===== config.mk =====
export PLATFORM = sky130hd
export DESIGN_NAME = mem_port_arbiter
export DESIGN_NICKNAME = d
export VERILOG_FILES = /design/src/rtl/mem_port_arbiter.sv
export SDC_FILE = /design/constraint.sdc
export NUM_CORES = 1
export LEC_CHECK = 0
export ABC_AREA = 1
export BUFFER_PORTS_ARGS = -buffer_cell sky130_fd_sc_hd__buf_2
export CORE_AREA = 4 4 189 191
export CTS_CLUSTER_SIZE = 20
export DETAILED_ROUTE_END_ITERATION = 8
export DIE_AREA = 0 0 193 195
export SYNTH_ARGS = -nofsm -noshare
export SYNTH_HDL_FRONTEND = slang
export SYNTH_SLANG_ARGS = --single-unit

===== constraint.sdc =====
create_clock -name clk_i -period 2.9 [get_ports clk_i]
set_clock_uncertainty 0.15 [all_clocks]
set_input_delay 0.29 -clock clk_i [delete_from_list [all_inputs] [get_ports clk_i]]
set_output_delay 0.29 -clock clk_i [all_outputs]
set_load 0.02 [all_outputs]

===== src/rtl/mem_port_arbiter.sv =====
// mem_port_arbiter
//   Shares one single-port 64-bit backing memory between instruction fetch
//   (IF) and data load/store (MEM). Only one transaction is outstanding at a
//   time. The data port normally wins, but a streak counter limits how many
//   data grants in a row can pass a waiting fetch.
//
//   Stalls are implied: a requester is stalled while its req is high and it
//   has not yet seen its rvalid pulse.
//
// Optional feature macro: ARB_PERF_EN adds the CNT_W parameter and three
// wrapping performance counters (perf_if_stall_o, perf_dm_stall_o, perf_xact_o).
//
// Ports
//   clk_i, rst_ni            clock; synchronous active-low reset
//   if_req_i/if_addr_i       fetch request, held with its address until if_gnt_o
//   if_gnt_o/if_rvalid_o     fetch accept / data-valid pulses
//   if_rdata_o               32-bit instruction word picked by address bit 2
//   dm_req_i/we/addr/wdata   data request, held until dm_gnt_o
//   dm_gnt_o/dm_rvalid_o     data accept / response pulses
//   dm_rdata_o               64-bit load data
//   mem_req_o/we/addr/wdata  request to memory, stable until mem_gnt_i
//   mem_gnt_i/mem_rvalid_i   memory accept / response
//   mem_rdata_i              memory read data
module mem_port_arbiter #(
  parameter int unsigned MAX_DM_STREAK = 4
`ifdef ARB_PERF_EN
  ,
  parameter int unsigned CNT_W         = 32
`endif
) (
  input  logic        clk_i,
  input  logic        rst_ni,
  input  logic        if_req_i,
  input  logic [63:0] if_addr_i,
  output logic        if_gnt_o,
  output logic        if_rvalid_o,
  output logic [31:0] if_rdata_o,
  input  logic        dm_req_i,
  input  logic        dm_we_i,
  input  logic [63:0] dm_addr_i,
  input  logic [63:0] dm_wdata_i,
  output logic        dm_gnt_o,
  output logic        dm_rvalid_o,
  output logic [63:0] dm_rdata_o,
  output logic        mem_req_o,
  output logic        mem_we_o,
  output logic [63:0] mem_addr_o,
  output logic [63:0] mem_wdata_o,
  input  logic        mem_gnt_i,
  input  logic        mem_rvalid_i,
  input  logic [63:0] mem_rdata_i
`ifdef ARB_PERF_EN
  ,
  output logic [CNT_W-1:0] perf_if_stall_o,
  output logic [CNT_W-1:0] perf_dm_stall_o,
  output logic [CNT_W-1:0] perf_xact_o
`endif
);

  localparam int unsigned STREAK_W = $clog2(MAX_DM_STREAK + 1);
  localparam logic [STREAK_W-1:0] STREAK_MAX  = STREAK_W'(MAX_DM_STREAK);
  localparam logic [STREAK_W-1:0] STREAK_ZERO = {STREAK_W{1'b0}};
  localparam logic [STREAK_W-1:0] STREAK_ONE  = STREAK_W'(1);

  typedef enum logic [1:0] {
    ST_IDLE = 2'd0,
    ST_REQ  = 2'd1,
    ST_WAIT = 2'd2
  } state_e;

  state_e              state_q, state_d;
  logic                owner_dm_q, owner_dm_d;   // 1 = data port owns the transaction
  logic                we_q, we_d;
  logic [63:0]         addr_q, addr_d;
  logic [63:0]         wdata_q, wdata_d;
  logic [STREAK_W-1:0] streak_q, streak_d;
  logic                mem_req_q, mem_req_d;
  logic [31:0]         if_rdata_q, if_rdata_d;
  logic [63:0]         dm_rdata_q, dm_rdata_d;

  logic                gnt_s;
  logic                rsp_s;
  logic                fetch_wins_s;
  logic [31:0]         if_word_s;

  // Qualify memory handshakes by state (and reset) so stray strobes never reach a requester.
  always_comb begin
    gnt_s        = rst_ni && (state_q == ST_REQ)  && mem_gnt_i;
    rsp_s        = rst_ni && (state_q == ST_WAIT) && mem_rvalid_i;
    fetch_wins_s = !dm_req_i || (if_req_i && (streak_q == STREAK_MAX));
    if (addr_q[2]) begin
      if_word_s = mem_rdata_i[63:32];
    end else begin
      if_word_s = mem_rdata_i[31:0];
    end
  end

  // Next-state logic: arbitration, request latching, streak tracking, response capture.
  always_comb begin
    state_d    = state_q;
    owner_dm_d = owner_dm_q;
    we_d       = we_q;
    addr_d     = addr_q;
    wdata_d    = wdata_q;
    streak_d   = streak_q;
    mem_req_d  = mem_req_q;
    if_rdata_d = if_rdata_q;
    dm_rdata_d = dm_rdata_q;
    case (state_q)
      ST_IDLE: begin
        if (if_req_i || dm_req_i) begin
          state_d    = ST_REQ;
          mem_req_d  = 1'b1;
          owner_dm_d = !fetch_wins_s;
          if (fetch_wins_s) begin
            we_d    = 1'b0;
            addr_d  = if_addr_i;
            wdata_d = 64'd0;
          end else begin
            we_d    = dm_we_i;
            addr_d  = dm_addr_i;
            wdata_d = dm_wdata_i;
          end
        end else begin
          state_d = ST_IDLE;
        end
      end
      ST_REQ: begin
        if (gnt_s) begin
          state_d   = ST_WAIT;
          mem_req_d = 1'b0;
          // Streak only grows while a fetch is actually being passed over.
          if (!owner_dm_q) begin
            streak_d = STREAK_ZERO;
          end else if (!if_req_i) begin
            streak_d = STREAK_ZERO;
          end else if (streak_q != STREAK_MAX) begin
            streak_d = streak_q + STREAK_ONE;
          end else begin
            streak_d = streak_q;
          end
        end else begin
          state_d = ST_REQ;
        end
      end
      ST_WAIT: begin
        if (rsp_s) begin
          state_d = ST_IDLE;
          if (owner_dm_q) begin
            dm_rdata_d = mem_rdata_i;
          end else begin
            if_rdata_d = if_word_s;
          end
        end else begin
          state_d = ST_WAIT;
        end
      end
      default: begin
        state_d   = ST_IDLE;
        mem_req_d = 1'b0;
      end
    endcase
  end

  // Arbiter state registers with synchronous active-low reset.
  always_ff @(posedge clk_i) begin
    if (!rst_ni) begin
      state_q    <= ST_IDLE;
      owner_dm_q <= 1'b0;
      we_q       <= 1'b0;
      addr_q     <= 64'd0;
      wdata_q    <= 64'd0;
      streak_q   <= STREAK_ZERO;
      mem_req_q  <= 1'b0;
      if_rdata_q <= 32'd0;
      dm_rdata_q <= 64'd0;
    end else begin
      state_q    <= state_d;
      owner_dm_q <= owner_dm_d;
      we_q       <= we_d;
      addr_q     <= addr_d;
      wdata_q    <= wdata_d;
      streak_q   <= streak_d;
      mem_req_q  <= mem_req_d;
      if_rdata_q <= if_rdata_d;
      dm_rdata_q <= dm_rdata_d;
    end
  end

  assign mem_req_o   = mem_req_q;
  assign mem_we_o    = we_q;
  assign mem_addr_o  = addr_q;
  assign mem_wdata_o = wdata_q;

  // Accept/response pulses coincide with the memory strobe and go to the owner only.
  assign if_gnt_o    = gnt_s && !owner_dm_q;
  assign dm_gnt_o    = gnt_s &&  owner_dm_q;
  assign if_rvalid_o = rsp_s && !owner_dm_q;
  assign dm_rvalid_o = rsp_s &&  owner_dm_q;

  // Read data passes straight through in the response cycle and is held afterwards.
  assign if_rdata_o  = if_rvalid_o ? if_word_s   : if_rdata_q;
  assign dm_rdata_o  = dm_rvalid_o ? mem_rdata_i : dm_rdata_q;

`ifdef ARB_PERF_EN
  logic [CNT_W-1:0] perf_if_stall_q, perf_if_stall_d;
  logic [CNT_W-1:0] perf_dm_stall_q, perf_dm_stall_d;
  logic [CNT_W-1:0] perf_xact_q, perf_xact_d;

  // Stall counters follow the implied-stall rule; the transaction counter counts accepted requests.
  always_comb begin
    if (if_req_i && !if_rvalid_o) begin
      perf_if_stall_d = perf_if_stall_q + CNT_W'(1);
    end else begin
      perf_if_stall_d = perf_if_stall_q;
    end
    if (dm_req_i && !dm_rvalid_o) begin
      perf_dm_stall_d = perf_dm_stall_q + CNT_W'(1);
    end else begin
      perf_dm_stall_d = perf_dm_stall_q;
    end
    if (gnt_s) begin
      perf_xact_d = perf_xact_q + CNT_W'(1);
    end else begin
      perf_xact_d = perf_xact_q;
    end
  end

  // Performance counter registers; they wrap naturally at 2^CNT_W.
  always_ff @(posedge clk_i) begin
    if (!rst_ni) begin
      perf_if_stall_q <= {CNT_W{1'b0}};
      perf_dm_stall_q <= {CNT_W{1'b0}};
      perf_xact_q     <= {CNT_W{1'b0}};
    end else begin
      perf_if_stall_q <= perf_if_stall_d;
      perf_dm_stall_q <= perf_dm_stall_d;
      perf_xact_q     <= perf_xact_d;
    end
  end

  assign perf_if_stall_o = perf_if_stall_q;
  assign perf_dm_stall_o = perf_dm_stall_q;
  assign perf_xact_o     = perf_xact_q;
`endif

endmodule


* Yosys cells after proc, flatten, opt, wreduce, memory -nomap -nowiden
Cells that the tools add are included.
** Storage, ports and cells
- ROM bits :: 0
- RAM bits :: 0
- Output and inout bits :: 230
- Flip-flop bits (word level) :: 232
- Memories kept :: 0
- Bits in latches :: 0
** Cells by class
- Magnitude comparators :: 0
- Divide/modulo/power cells :: 0
- Shift-type cells :: 0
- Multipliers :: 0
- Reductions and logical operators :: 20
- Bitwise logic cells :: 2
- Mux-type cells :: 16
- $add $sub $neg :: 1
- Eq/ne operators :: 7
** Operators with widths (count)
- 64-bit 2-to-1 mux :: 3
- 32-bit 2-to-1 mux :: 2
- 3-bit AND reduction :: 4
- 1-bit logical AND :: 9
- 3-bit 2-to-1 mux :: 3
- 2-bit case mux with 3 select lines :: 1
- 1-bit 2-to-1 mux :: 4
- 2-bit 2-to-1 mux :: 2
- 2-bit inequality test (second input constant) :: 2
- 3-bit by 1-bit adder with 3-bit output (second input constant) :: 1
- 3-bit equality test (second input constant) :: 1
- 1-bit logical NOT :: 3
- 3-bit by 2-bit inequality test with 1-bit output (second input constant) :: 1
- 3-bit inequality test (second input constant) :: 1
- 1-bit case mux with 3 select lines :: 1
- 2-bit by 1-bit equality test with 1-bit output (second input constant) :: 1
- 2-bit equality test (second input constant) :: 1
- 2-bit logical NOT :: 1
- 1-bit logical OR :: 2
- 1-bit inverter :: 2
- 2-bit AND reduction :: 1

* Longest topological paths before layout
Gate-level depths: netlist (run 1).
- Depth in word-level cells :: 5
- Mapped depth :: 9
- Mapped depth without buffers :: 9

* Worst setup path after synthesis (run 1)
No wires, ideal clock.
- Path kind :: reg-to-output
- Start :: register state_q[1]
- End :: output port if_rdata_o[22]
- Arrival time :: 1.213 ns
- Path slack :: 1.247 ns
- Cell stages (with the launch flop) :: 8
- Cell sequence :: dfxtp_1 > inv_2 > nor2_2 > nand2_2 > nor2_4 > buf_2 > nand2_1 > nand2_1
** On the way
- Word-level cells in the longest chain between the ends :: 5
** RTL lines
- start: declaration :: line 71 : state_e state_q, state_d;
- start signal: assignment :: line 178 : state_q <= state_d;
- 2-bit equality test :: line 89 : rsp_s = rst_ni && (state_q == ST_WAIT) && mem_rvalid_i;
- 1-bit logical AND (2 in series) :: line 89
- 1-bit logical AND :: line 198 : assign if_rvalid_o = rsp_s && !owner_dm_q;
- named net if_rvalid_o :: line 36 : output logic if_rvalid_o,
- 32-bit 2-to-1 mux :: line 202 : assign if_rdata_o = if_rvalid_o ? if_word_s : if_rdata_q;
- end: declaration :: line 37 : output logic [31:0] if_rdata_o,
The timed path passes the listed nets, and every way through them passes these cells.

* Worst setup path in the final report (run 1)
- Start :: input port mem_rvalid_i
- End :: output port if_rdata_o[10]
** On the way
- Word-level cells in the longest chain between the ends :: 3
** RTL lines
- start: declaration :: line 50 : input logic mem_rvalid_i,
- 1-bit logical AND :: line 89
- 1-bit logical AND :: line 198
- 32-bit 2-to-1 mux :: line 202
Every way passes these cells.

==> summary.md, run 1 <==
| Metric | Value |
|---|---|
| Outcome | finished, final reports clean |
| Cell Rows | 68 |
| Area Growth Syn to Fin | 58.0% |
| Worst skew pair latency | 530 ps |
| Number of clock sinks | 232 |
| Max VDD drop | 0.392 mV |
| Setup repair after global routing missed its margin | false |
| Syn Inst Count | 1,537 |
| Worst slew pin tran | 770 ps |
| DRT Pass-1 Iters | 5 |
| Root buf cell | clkbuf_16 |
| Final WS setup | 169 ps |
| CTS buffer count | 28 |
| Hpwl dp | 28,200 microns |
| Per-cell routed wire length | 15.5 microns |
| Clock Path Buffers | 3 |
| Fin. Hold Viols | 0 |
| Die Area | 37,600 sq um |
| P per Cell Area | 507 nW/um^2 |
| Gpl congestion | 0.846 |
| Top Ports | 493 |
| CP Data Required Time | 2460 ps |
| Worst R2R End | mem_addr_o[45] |
| First-pass GRT wire length | 64,400 microns |
| Reg2reg start | streak_q[0] |
| DRT Wirelength | 41,900 microns |
| Largest net degree at the start of global routing | 130 |
| Fillers | 3,276 |
| Max cap viols | 0 |
| Yosys cell types | 23 |
| Post-layout nets | 2,491 |
| Largest cells by area after synthesis | dfxtp_1 43%, nand2_1 17%, nand3_1 6.0% |
| Syn avg cell area | 6.95 sq um |
| Worst reg-to-reg path cell count | 9 |
| Routed vias | 12,588 |
| Vias in the first global route | 12,071 |
| LEAKAGE | 8.64 nW |
| Most frequent cells after synthesis | 479 x nand2_1, 232 x dfxtp_1, 146 x nor2_1 |
| Origin of the worst setup path | mem_rvalid_i |
| Crit path kind | in -> out |
| CP cell instances | dlygate4sd3_1 -> buf_2 -> nand2_1 -> inv_1 -> nand2_2 -> nor2_4 -> buf_6 -> nand2_1 -> nand2_1 -> buf_2 |
| Global route overflow | 0 |
| Drt initial violations | 604 |
| Worst Setup End Kind | output port |
| Initial Util | 31.3% |
| Largest area contributor in the netlist | dfxtp_1 |
| Slowest-stage cell, CP | dlygate4sd3_1 |
| Synth warn | 0 |
| Worst-path fanout max | 25 |
| Tmin final | 2730 ps |
| Max Fclk | 366 MHz |
| Hold/Removal Path Class | in -> reg |
| Final setup TNS | 0 ps |
| Die H | 195 microns |
| Port bufs | 492 |
| Core ar. | 34,100 sq um |
| Normalized max-slew margin | 48.7% |
| Mapped cell area | 10,700 sq um |
| Share of cells above drive strength 1 | 30.0% |
| CTS tree | built |
| CP most frequent cell | nand2_1 |
| Ys flop type | dfxtp_1 |
| H-Tree Depth | 1 |
| Drt via density | 4.66 |
| Final Max Tran Viols | 0 |
| Most frequent cell after synthesis | nand2_1 |
| Final setup violation count | 0 |
| Initial antenna violation count | 7 |
| Post-synth EDFFs | 0 |
| Crit path arrival time | 2290 ps |
| Critical Path Source Type | input port |
| FF-to-FF setup slack | 390 ps |
| Pre-CTS setup slack | 635 ps |
| Critical path capture point | if_rdata_o[10] |
| Fin crit share | 94.2% |
| Synth top area share | 43.5% |
| Share of async-settable or async-resettable flops after synthesis | 0% |
| Register bit count reported by yosys | 232 |
| Seq/Total Area, Yosys | 43.5% |
| Crit-path max cell delay | 570 ps |
| Syn nets | 1,802 |
| CTS clk-pin slew, worst paths | 50 ps |
| Die X | 193 microns |
| DRC errors left | 0 |
| Tot GR Track Use | 20.9% |
| ANT nets after route | 0 |
area by class of cell:
class | count | area, sq um | area share [%]
timing repair buffer | 773 | 5330 | 31.6
multi-input combinational | 1081 | 5020 | 29.7
sequential | 232 | 4650 | 27.5
clock buffer | 42 | 845 | 5.00
tap | 455 | 569 | 3.37
inverter | 110 | 420 | 2.49
clock inverter | 5 | 33.8 | 0.200
antenna | 4 | 10.0 | 0.0593
cells in the final DEF (no fill, tap or decap), types with 6 or more instances in the layout:
| cell type | n |
|---|---|
| buf_2 | 491 |
| nand2_1 | 478 |
| dlygate4sd3_1 | 257 |
| dfxtp_1 | 230 |
| nor2_1 | 145 |
| nand3_1 | 128 |
| a21oi_1 | 114 |
| inv_1 | 106 |
| nand4_1 | 65 |
| nand2_2 | 53 |
| a21oi_2 | 50 |
| o21ai_0 | 38 |
| clkbuf_16 | 29 |
| buf_4 | 15 |
| buf_12 | 9 |
| clkbuf_8 | 7 |
| clkbuf_1 | 6 |
worst min path at each step:
stage | start | end | slack [ps] | depth (start not counted)
CTS | if_addr_i[54] | mem_addr_o[54] | 10 | 5
finish | if_addr_i[54] | mem_addr_o[54] | 20 | 5
global route | if_addr_i[54] | mem_addr_o[54] | 30 | 5
floorplan | mem_rdata_i[10] | dm_rdata_q[10] | 290 | 2
global placement | mem_wdata_o[16] | mem_wdata_o[16] | 300 | 2
detailed placement | mem_wdata_o[0] | mem_wdata_o[0] | 300 | 2
repair_timing:
| action | in CTS | in global routing |
|---|---|---|
| resized for setup | 0 | 2 |
| hold endpoints to repair | 205 | 0 |
| buffers inserted | 0 | 4 |
| hold buffers | 257 | 0 |
| endpoints found under the setup margin | 0 | 18 |
cells by family after synthesis:
family / count (synthesis) / share of synthesized area, %
compound gates: 202 / 11.2
flops: 232 / 43.5
simple gates: 877 / 35.3
fa+ha+maj: 2 / 0.234
buf+inv: 224 / 9.75
sequential cells by signal, indices dropped and copies added (netlist names):
register	count
dm_rdata_q	64
if_rdata_q	32
mem_addr_o	64
mem_req_o	1
mem_wdata_o	64
mem_we_o	1
owner_dm_q	1
state_q	2
streak_q	3
worst max-delay path: cells and delay by family:
| family | cells | cell delay (ps) |
|---|---|---|
| buf+inv | 5 | 1160 |
| simple gates | 5 | 830 |
routing by layer:
| metal | share of wire [%] | routed length, microns | track usage (%) |
|---|---|---|---|
| met1 | 41 | 17100 | 25.7 |
| met2 | 46 | 19400 | 34.7 |
| met3 | 8.1 | 3400 | 4.59 |
| met4 | 4.9 | 2050 | 9.42 |
| met5 | 0.019 | 8 | 0 |
report_power, final:
| group | switching (mW) | total, mW | internal (mW) | leakage [nW] |
|---|---|---|---|---|
| combinational | 1.01 | 1.78 | 0.772 | 6.32 |
| clock | 1.34 | 3.33 | 1.99 | 0.427 |
| sequential | 0.0839 | 3.44 | 3.36 | 1.90 |
| total | 2.43 | 8.55 | 6.12 | 8.64 |
through the flow:
step | cells | util, % | total power [mW] | cell area [sq um] | hold WS [ps]
2_1_floorplan | 1537 | - | 4.37 | 10700 | 289
3_3_place_gp | 2390 | 39.2 | 4.92 | 13400 | 296
3_5_place_dp | 2390 | 39.2 | 4.94 | 13400 | 300
4_1_cts | 2694 | 49.3 | 8.63 | 16800 | 12.1
5_1_grt | 2701 | 49.5 | 8.98 | 16900 | 30.6
6_report | 2702 | 49.5 | 8.55 | 16900 | 19.4
(Power assumes the default switching activity.)
==> run 2, diff against run 1 <==
--- a/config.mk
+++ b/config.mk
@@ -11,6 +11,7 @@
 export CTS_CLUSTER_SIZE = 20
 export DETAILED_ROUTE_END_ITERATION = 8
 export DIE_AREA = 0 0 193 195
+export RECOVER_POWER = 100
 export SYNTH_ARGS = -nofsm -noshare
 export SYNTH_HDL_FRONTEND = slang
 export SYNTH_SLANG_ARGS = --single-unit
==> summary.md, run 2 (synthesis results as in run 1) <==
| Metric | Value |
|---|---|
| Fin area | 16,500 sq um (was 16,900 sq um) |
| Critical Path Source Type | input port (unchanged) |
| Root buf cell | clkbuf_16 (unchanged) |
| Origin of the worst setup path | mem_rvalid_i (unchanged) |
| LEAKAGE | 7.75 nW (was 8.64 nW) |
| Worst Setup End Kind | output port (unchanged) |
| Commonest non-fill, non-tap cell in the layout | nand2_1 (was buf_2) |
| Crit path arrival time | 2330 ps (was 2290 ps) |
| Drt initial violations | 652 (was 604) |
| CTS buffer count | 28 (unchanged) |
| H-Tree Depth | 1 (unchanged) |
| Hold path start | if_addr_i[54] (unchanged) |
| Max VDD drop | 0.390 mV (was 0.392 mV) |
| Clock Path Buffers | 3 (unchanged) |
| WP buf/inv | 4 (was 5) |
| First-pass GRT wire length | 64,400 microns (unchanged) |
| CTS clk-pin slew, worst paths | 50 ps (about the same) |
| Drt via density | 4.66 (about the same) |
| Worst slew pin tran | 1440 ps (was 770 ps) |
| FF-to-FF setup slack | 290 ps (was 390 ps) |
| Setup repair after global routing missed its margin | false (unchanged) |
| Area Growth Syn to Fin | 54.5% (was 58.0%) |
| Met2 WL post-DR | 19,500 microns (was 19,400 microns) |
| Worst Hold End | mem_addr_o[54] (unchanged) |
| Uppermost layer routed | met5 (unchanged) |
| P per Cell Area | 516 nW/um^2 (was 507 nW/um^2) |
| CP Data Required Time | 2460 ps (about the same) |
| Met3 WL | 3400 microns (about the same) |
| Worst reg-to-reg path cell count | 9 (unchanged) |
| Tmin final | 2770 ps (was 2730 ps) |
| Core ar. | 34,100 sq um (unchanged) |
| Reg2reg start | streak_q[0] (unchanged) |
| Met1 wire length | 17,200 microns (was 17,100 microns) |
| Cell Rows | 68 (unchanged) |
| Max cap viols | 0 (unchanged) |
| Final setup violation count | 0 (unchanged) |
| CP cell instances | dlygate4sd3_1 -> buf_2 -> nand2_1 -> inv_1 -> nand2_2 -> nor2_4 -> nand2_1 -> nand2_1 -> clkbuf_1 (was dlygate4sd3_1 -> buf_2 -> nand2_1 -> inv_1 -> nand2_2 -> nor2_4 -> buf_6 -> nand2_1 -> nand2_1 -> buf_2) |
| DRT Wirelength | 42,100 microns (was 41,900 microns) |
| Routed vias | 12,593 (was 12,588) |
| Initial Util | 31.3% (unchanged) |
| Fin. Hold Viols | 0 (unchanged) |
| Die Area | 37,600 sq um (unchanged) |
| Fin crit share | 95.5% (was 94.2%) |
| Top Ports | 493 (unchanged) |
| Crit-path leading delay family | buffers and inverters (unchanged) |
| Global route overflow | 0 (unchanged) |
| Slowest-stage cell, CP | dlygate4sd3_1 (unchanged) |
| Hold/Removal Path Class | in -> reg (unchanged) |
| Worst-path fanout max | 25 (unchanged) |
| Post-layout nets | 2,491 (unchanged) |
| Commonest non-fill, non-tap cells in the layout | 478 x nand2_1, 263 x buf_2, 257 x dlygate4sd3_1, 230 x dfxtp_1, 221 x clkbuf_1 (was 491 x buf_2, 478 x nand2_1, 257 x dlygate4sd3_1, 230 x dfxtp_1, 145 x nor2_1) |
| Share of cells above drive strength 1 | 19.3% (was 30.0%) |
| Crit path kind | in -> out (unchanged) |
| Normalized max-slew margin | 4.20% (was 48.7%) |
| Min-Delay Path Depth | 5 (unchanged) |
| Per-cell routed wire length | 15.6 microns (was 15.5 microns) |
| ANT nets after route | 0 (unchanged) |
| Tot GR Track Use | 20.9% (unchanged) |
| Area post-placement | 13,400 sq um (unchanged) |
| Vias in the first global route | 12,071 (unchanged) |
| Largest net degree at the start of global routing | 130 (unchanged) |
| Port bufs | 492 (unchanged) |
| Hpwl dp | 28,200 microns (unchanged) |
| Gpl congestion | 0.846 (unchanged) |
| Final Max Tran Viols | 0 (unchanged) |
| Number of clock sinks | 232 (unchanged) |
| Worst skew pair latency | 530 ps (about the same) |
| Worst R2R End | mem_addr_o[42] (was mem_addr_o[45]) |
| Die X | 193 microns (unchanged) |
| CTS tree | built (unchanged) |
| DRC errors left | 0 (unchanged) |
| Final setup TNS | 0 ps (unchanged) |
| Crit-path max cell delay | 570 ps (about the same) |
| Initial antenna violation count | 7 (unchanged) |
| DRT Pass-1 Iters | 5 (unchanged) |
| Outcome | finished, final reports clean (unchanged) |
| CP most frequent cell | nand2_1 (unchanged) |
| Die H | 195 microns (unchanged) |
| Max Fclk | 361 MHz (was 366 MHz) |
[run 2: through the flow]
stage	total power, mW	hold WS, ps	std cells	setup WS, ps	util [%]
after floorplan	4.37	289	1537	1250	-
after global placement	4.92	296	2390	679	39.2
after detailed placement	4.94	300	2390	635	39.2
after CTS	8.63	12.1	2694	59.6	49.3
after global routing	8.93	30.6	2701	29.7	48.4
final	8.51	14.2	2702	130	48.4
[run 2: how the worst max path moves through the flow]
stage          cells past startpoint             end  slack, ps
3_3_place_gp                       8  if_rdata_o[11]        680
4_1_cts                            8   if_rdata_o[8]         60
6_report                           9  if_rdata_o[18]        130
2_1_floorplan                      7  if_rdata_o[22]       1250
5_1_grt                           10  if_rdata_o[10]         30
3_5_place_dp                       8   if_rdata_o[8]        630
[run 2: layer usage]
layer / global-route usage, % / up-vias
li1: - / 6294
met1: 25.7 / 5634
met2: 34.7 / 552
met3: 4.59 / 111
met4: 9.42 / 2
met5: 0 / -
[run 2: layout make-up]
cell class              instances  area (sq um)
diodes                          4          10.0
clock buffers                  42           845
clock inverters                 5          33.8
fillers                      3429         17600
inverters                     110           420
multi-input cells            1081          4920
flip-flops and latches        232          4650
well taps                     455           569
repair buffers                773          5060
[run 2: what timing repair did]
item / 4_1_cts / 5_1_grt
setup buffers: 0 / 4
endpoints found under the setup margin: 0 / 18
endpoints found under the hold margin: 205 / 0
hold buffers: 257 / 0
resized for setup: 0 / 2
[run 2: report_power, final]
group	switching [mW]	internal [mW]
Clock	1.34	1.99
Combinational	1.00	0.725
Sequential	0.0885	3.36
Total	2.44	6.07
[run 2: worst reg2reg max path: stages (launching register included)]
cell           delay (ps)
dfxtp_1               360
inv_1                  70
ha_1                  220
nand3_1               180
buf_12                360
nand3_1               430
nand3_1               140
dlygate4sd3_1         550
nand2_1                50
inv_1                  50
==> run 3, diff against run 2 <==
--- a/config.mk
+++ b/config.mk
@@ -7,10 +7,12 @@
 export LEC_CHECK = 0
 export ABC_AREA = 1
 export BUFFER_PORTS_ARGS = -buffer_cell sky130_fd_sc_hd__buf_2
-export CORE_AREA = 4 4 189 191
+export CORE_AREA = 2 2 193 195
+export CTS_BUF_LIST = sky130_fd_sc_hd__clkbuf_16
 export CTS_CLUSTER_SIZE = 20
 export DETAILED_ROUTE_END_ITERATION = 8
-export DIE_AREA = 0 0 193 195
+export DIE_AREA = 0 0 195 197
+export HOLD_SLACK_MARGIN = 0.1
 export RECOVER_POWER = 100
 export SYNTH_ARGS = -nofsm -noshare
 export SYNTH_HDL_FRONTEND = slang
==> summary.md, run 3 (synthesis results as in run 1) <==
| Metric | Value |
|---|---|
| Core ar. | 36,300 sq um (was 34,100 sq um) |
| Share of cells above drive strength 1 | 20.8% (was 19.3%) |
| Max Fclk | 364 MHz (was 361 MHz) |
| Die X | 195 microns (was 193 microns) |
| FF-to-FF setup slack | 150 ps (was 290 ps) |
| H-Tree Depth | 1 (unchanged) |
| Global route overflow | 0 (unchanged) |
| Drt via density | 4.66 (about the same) |
| Max VDD drop | 0.498 mV (was 0.390 mV) |
| CP cell instances | inv_1 -> ha_1 -> nand3_4 -> clkbuf_4 -> nand3_1 -> nand3_1 -> dlygate4sd3_1 -> nand2_1 -> inv_1 (was dlygate4sd3_1 -> buf_2 -> nand2_1 -> inv_1 -> nand2_2 -> nor2_4 -> nand2_1 -> nand2_1 -> clkbuf_1) |
| Per-cell routed wire length | 15.3 microns (was 15.6 microns) |
| Crit-path max cell delay | 550 ps (was 570 ps) |
| Die Area | 38,400 sq um (was 37,600 sq um) |
| Gpl congestion | 0.859 (was 0.846) |
| Drt initial violations | 702 (was 652) |
| Port bufs | 492 (unchanged) |
| Pint | 5.96 mW (was 6.07 mW) |
| Power, Total | 8.43 mW (was 8.51 mW) |
| LEAKAGE | 8.04 nW (was 7.75 nW) |
| CTS clk-pin slew, worst paths | 60 ps (was 50 ps) |
| Max cap viols | 0 (unchanged) |
| Critical Path Source Type | flop (was input port) |
| Logic pwr share | 20.6% (was 20.3%) |
| Commonest non-fill, non-tap cells in the layout | 478 x nand2_1, 271 x buf_2, 263 x dlygate4sd3_1, 231 x dfxtp_1 (was 478 x nand2_1, 263 x buf_2, 257 x dlygate4sd3_1, 230 x dfxtp_1, 221 x clkbuf_1) |
| Clock Path Buffers | 3 (unchanged) |
| Hold/Removal Path Class | in -> reg (unchanged) |
| Worst skew pair latency | 550 ps (was 530 ps) |
| Outcome | finished, final reports clean (unchanged) |
| Final Max Tran Viols | 0 (unchanged) |
| CTS buffer count | 27 (was 28) |
| DRC errors left | 0 (unchanged) |
| Post-layout nets | 2,507 (was 2,491) |
| Crit path arrival time | 3090 ps (was 2330 ps) |
| Top Ports | 493 (unchanged) |
| Fin. Hold Viols | 0 (unchanged) |
| Tmin final | 2750 ps (was 2770 ps) |
| Final setup TNS | 0 ps (unchanged) |
| CP Data Required Time | 3250 ps (was 2460 ps) |
| DRT Pass-1 Iters | 7 (was 5) |
| Clock power frac | 38.2% (was 39.2%) |
| Initial Util | 29.5% (was 31.3%) |
| Worst slew pin tran | 1430 ps (was 1440 ps) |
| Normalized max-slew margin | 4.92% (was 4.20%) |
| P per Cell Area | 507 nW/um^2 (was 516 nW/um^2) |
| Reg power frac | 41.2% (was 40.5%) |
| Commonest non-fill, non-tap cell in the layout | nand2_1 (unchanged) |
| ANT nets after route | 0 (unchanged) |
| Fin util | 45.8% (was 48.4%) |
| Die H | 197 microns (was 195 microns) |
| Area Growth Syn to Fin | 55.5% (was 54.5%) |
| Final setup violation count | 0 (unchanged) |
| Tot GR Track Use | 20.7% (was 20.9%) |
| Switching Fraction | 29.3% (was 28.6%) |
| Largest net degree at the start of global routing | 130 (unchanged) |
| Worst Setup End Kind | flop (was output port) |
| Crit-path leading delay family | buffers and inverters (unchanged) |
| Sw Pwr | 2.47 mW (was 2.44 mW) |
| First-pass GRT wire length | 64,600 microns (was 64,400 microns) |
| DRT Wirelength | 41,800 microns (was 42,100 microns) |
| Root buf cell | clkbuf_16 (unchanged) |
| Slowest-stage cell, CP | clkbuf_4 (was dlygate4sd3_1) |
| Cell Rows | 70 (was 68) |
| Routed vias | 12,747 (was 12,593) |
| Initial antenna violation count | 2 (was 7) |
| CTS tree | built (unchanged) |
| WP buf/inv | 4 (unchanged) |
| Fin crit share | 94.7% (was 95.5%) |
| Worst-path fanout max | 49 (was 25) |
| Crit path kind | reg -> reg (was in -> out) |
| Setup repair after global routing missed its margin | false (unchanged) |
| Hpwl dp | 27,900 microns (was 28,200 microns) |
| Vias in the first global route | 12,176 (was 12,071) |
| Number of clock sinks | 232 (unchanged) |
==> run 3: timing repair <==
item | 4_1_cts | 5_1_grt
hold endpoints to repair | 231 | 0
setup buffers | 3 | 2
hold buffers | 263 | 0
cloned | 0 | 1
endpoints found under the setup margin | 6 | 46
pin swaps | 1 | 1
gates resized for setup | 0 | 2
==> run 3: metal layers <==
layer  vias to the layer above  GRT usage [%]  routed length [microns]
met5                         -              0                        0
met4                         0           8.40                     1820
met3                       108           4.43                     3220
met2                       594           36.2                    20000
met1                      5723           24.6                    16800
li1                       6322              -                        -
==> run 3: area by class of cell <==
class	count	area (sq um)
Antenna cell	3	7.51
Timing Repair Buffer	789	5290
Inverter	110	413
Fill cell	3664	19600
Clock buffer	27	676
Multi-Input combinational cell	1082	4850
Sequential cell	232	4650
Tap cell	468	586
Clock inverter	23	148
==> run 3: path summary, 6_finish.rpt <==
kind	start	to	depth (start not counted)
worst min-delay path	dm_req_i	mem_wdata_o[53]	4
worst max register to register	streak_q[0]	mem_addr_o[62]	9
worst max-delay path	streak_q[0]	mem_addr_o[62]	9
worst min register to register	mem_wdata_o[49]	mem_wdata_o[49]	2
==> run 3: worst reg2reg max path, cell delays in order (launching register included) <==
cell,delay (ps)
dfxtp_1,350
inv_1,80
ha_1,240
nand3_4,240
clkbuf_4,560
nand3_1,290
nand3_1,150
dlygate4sd3_1,550
nand2_1,50
inv_1,40
==> run 3: stage by stage <==
step / area, sq um / hold WS (ps) / setup WS [ps] / cells
after floorplan: 10700 / 289 / 1250 / 1537
after global placement: 13500 / 296 / 648 / 2412
after detailed placement: 13500 / 299 / 587 / 2412
after CTS: 17000 / 229 / 23.3 / 2728
after global routing: 16600 / 262 / 23.7 / 2733
final: 16600 / 218 / 153 / 2734
==> run 3: power groups by stage <==
stage | Clock (mW) | Combinational (mW) | Sequential (mW)
floorplan | 0 | 0.660 | 3.71
global placement | 0 | 1.42 | 3.53
detailed placement | 0 | 1.43 | 3.53
CTS | 3.31 | 1.78 | 3.46
global route | 3.43 | 1.90 | 3.49
finish | 3.22 | 1.74 | 3.47
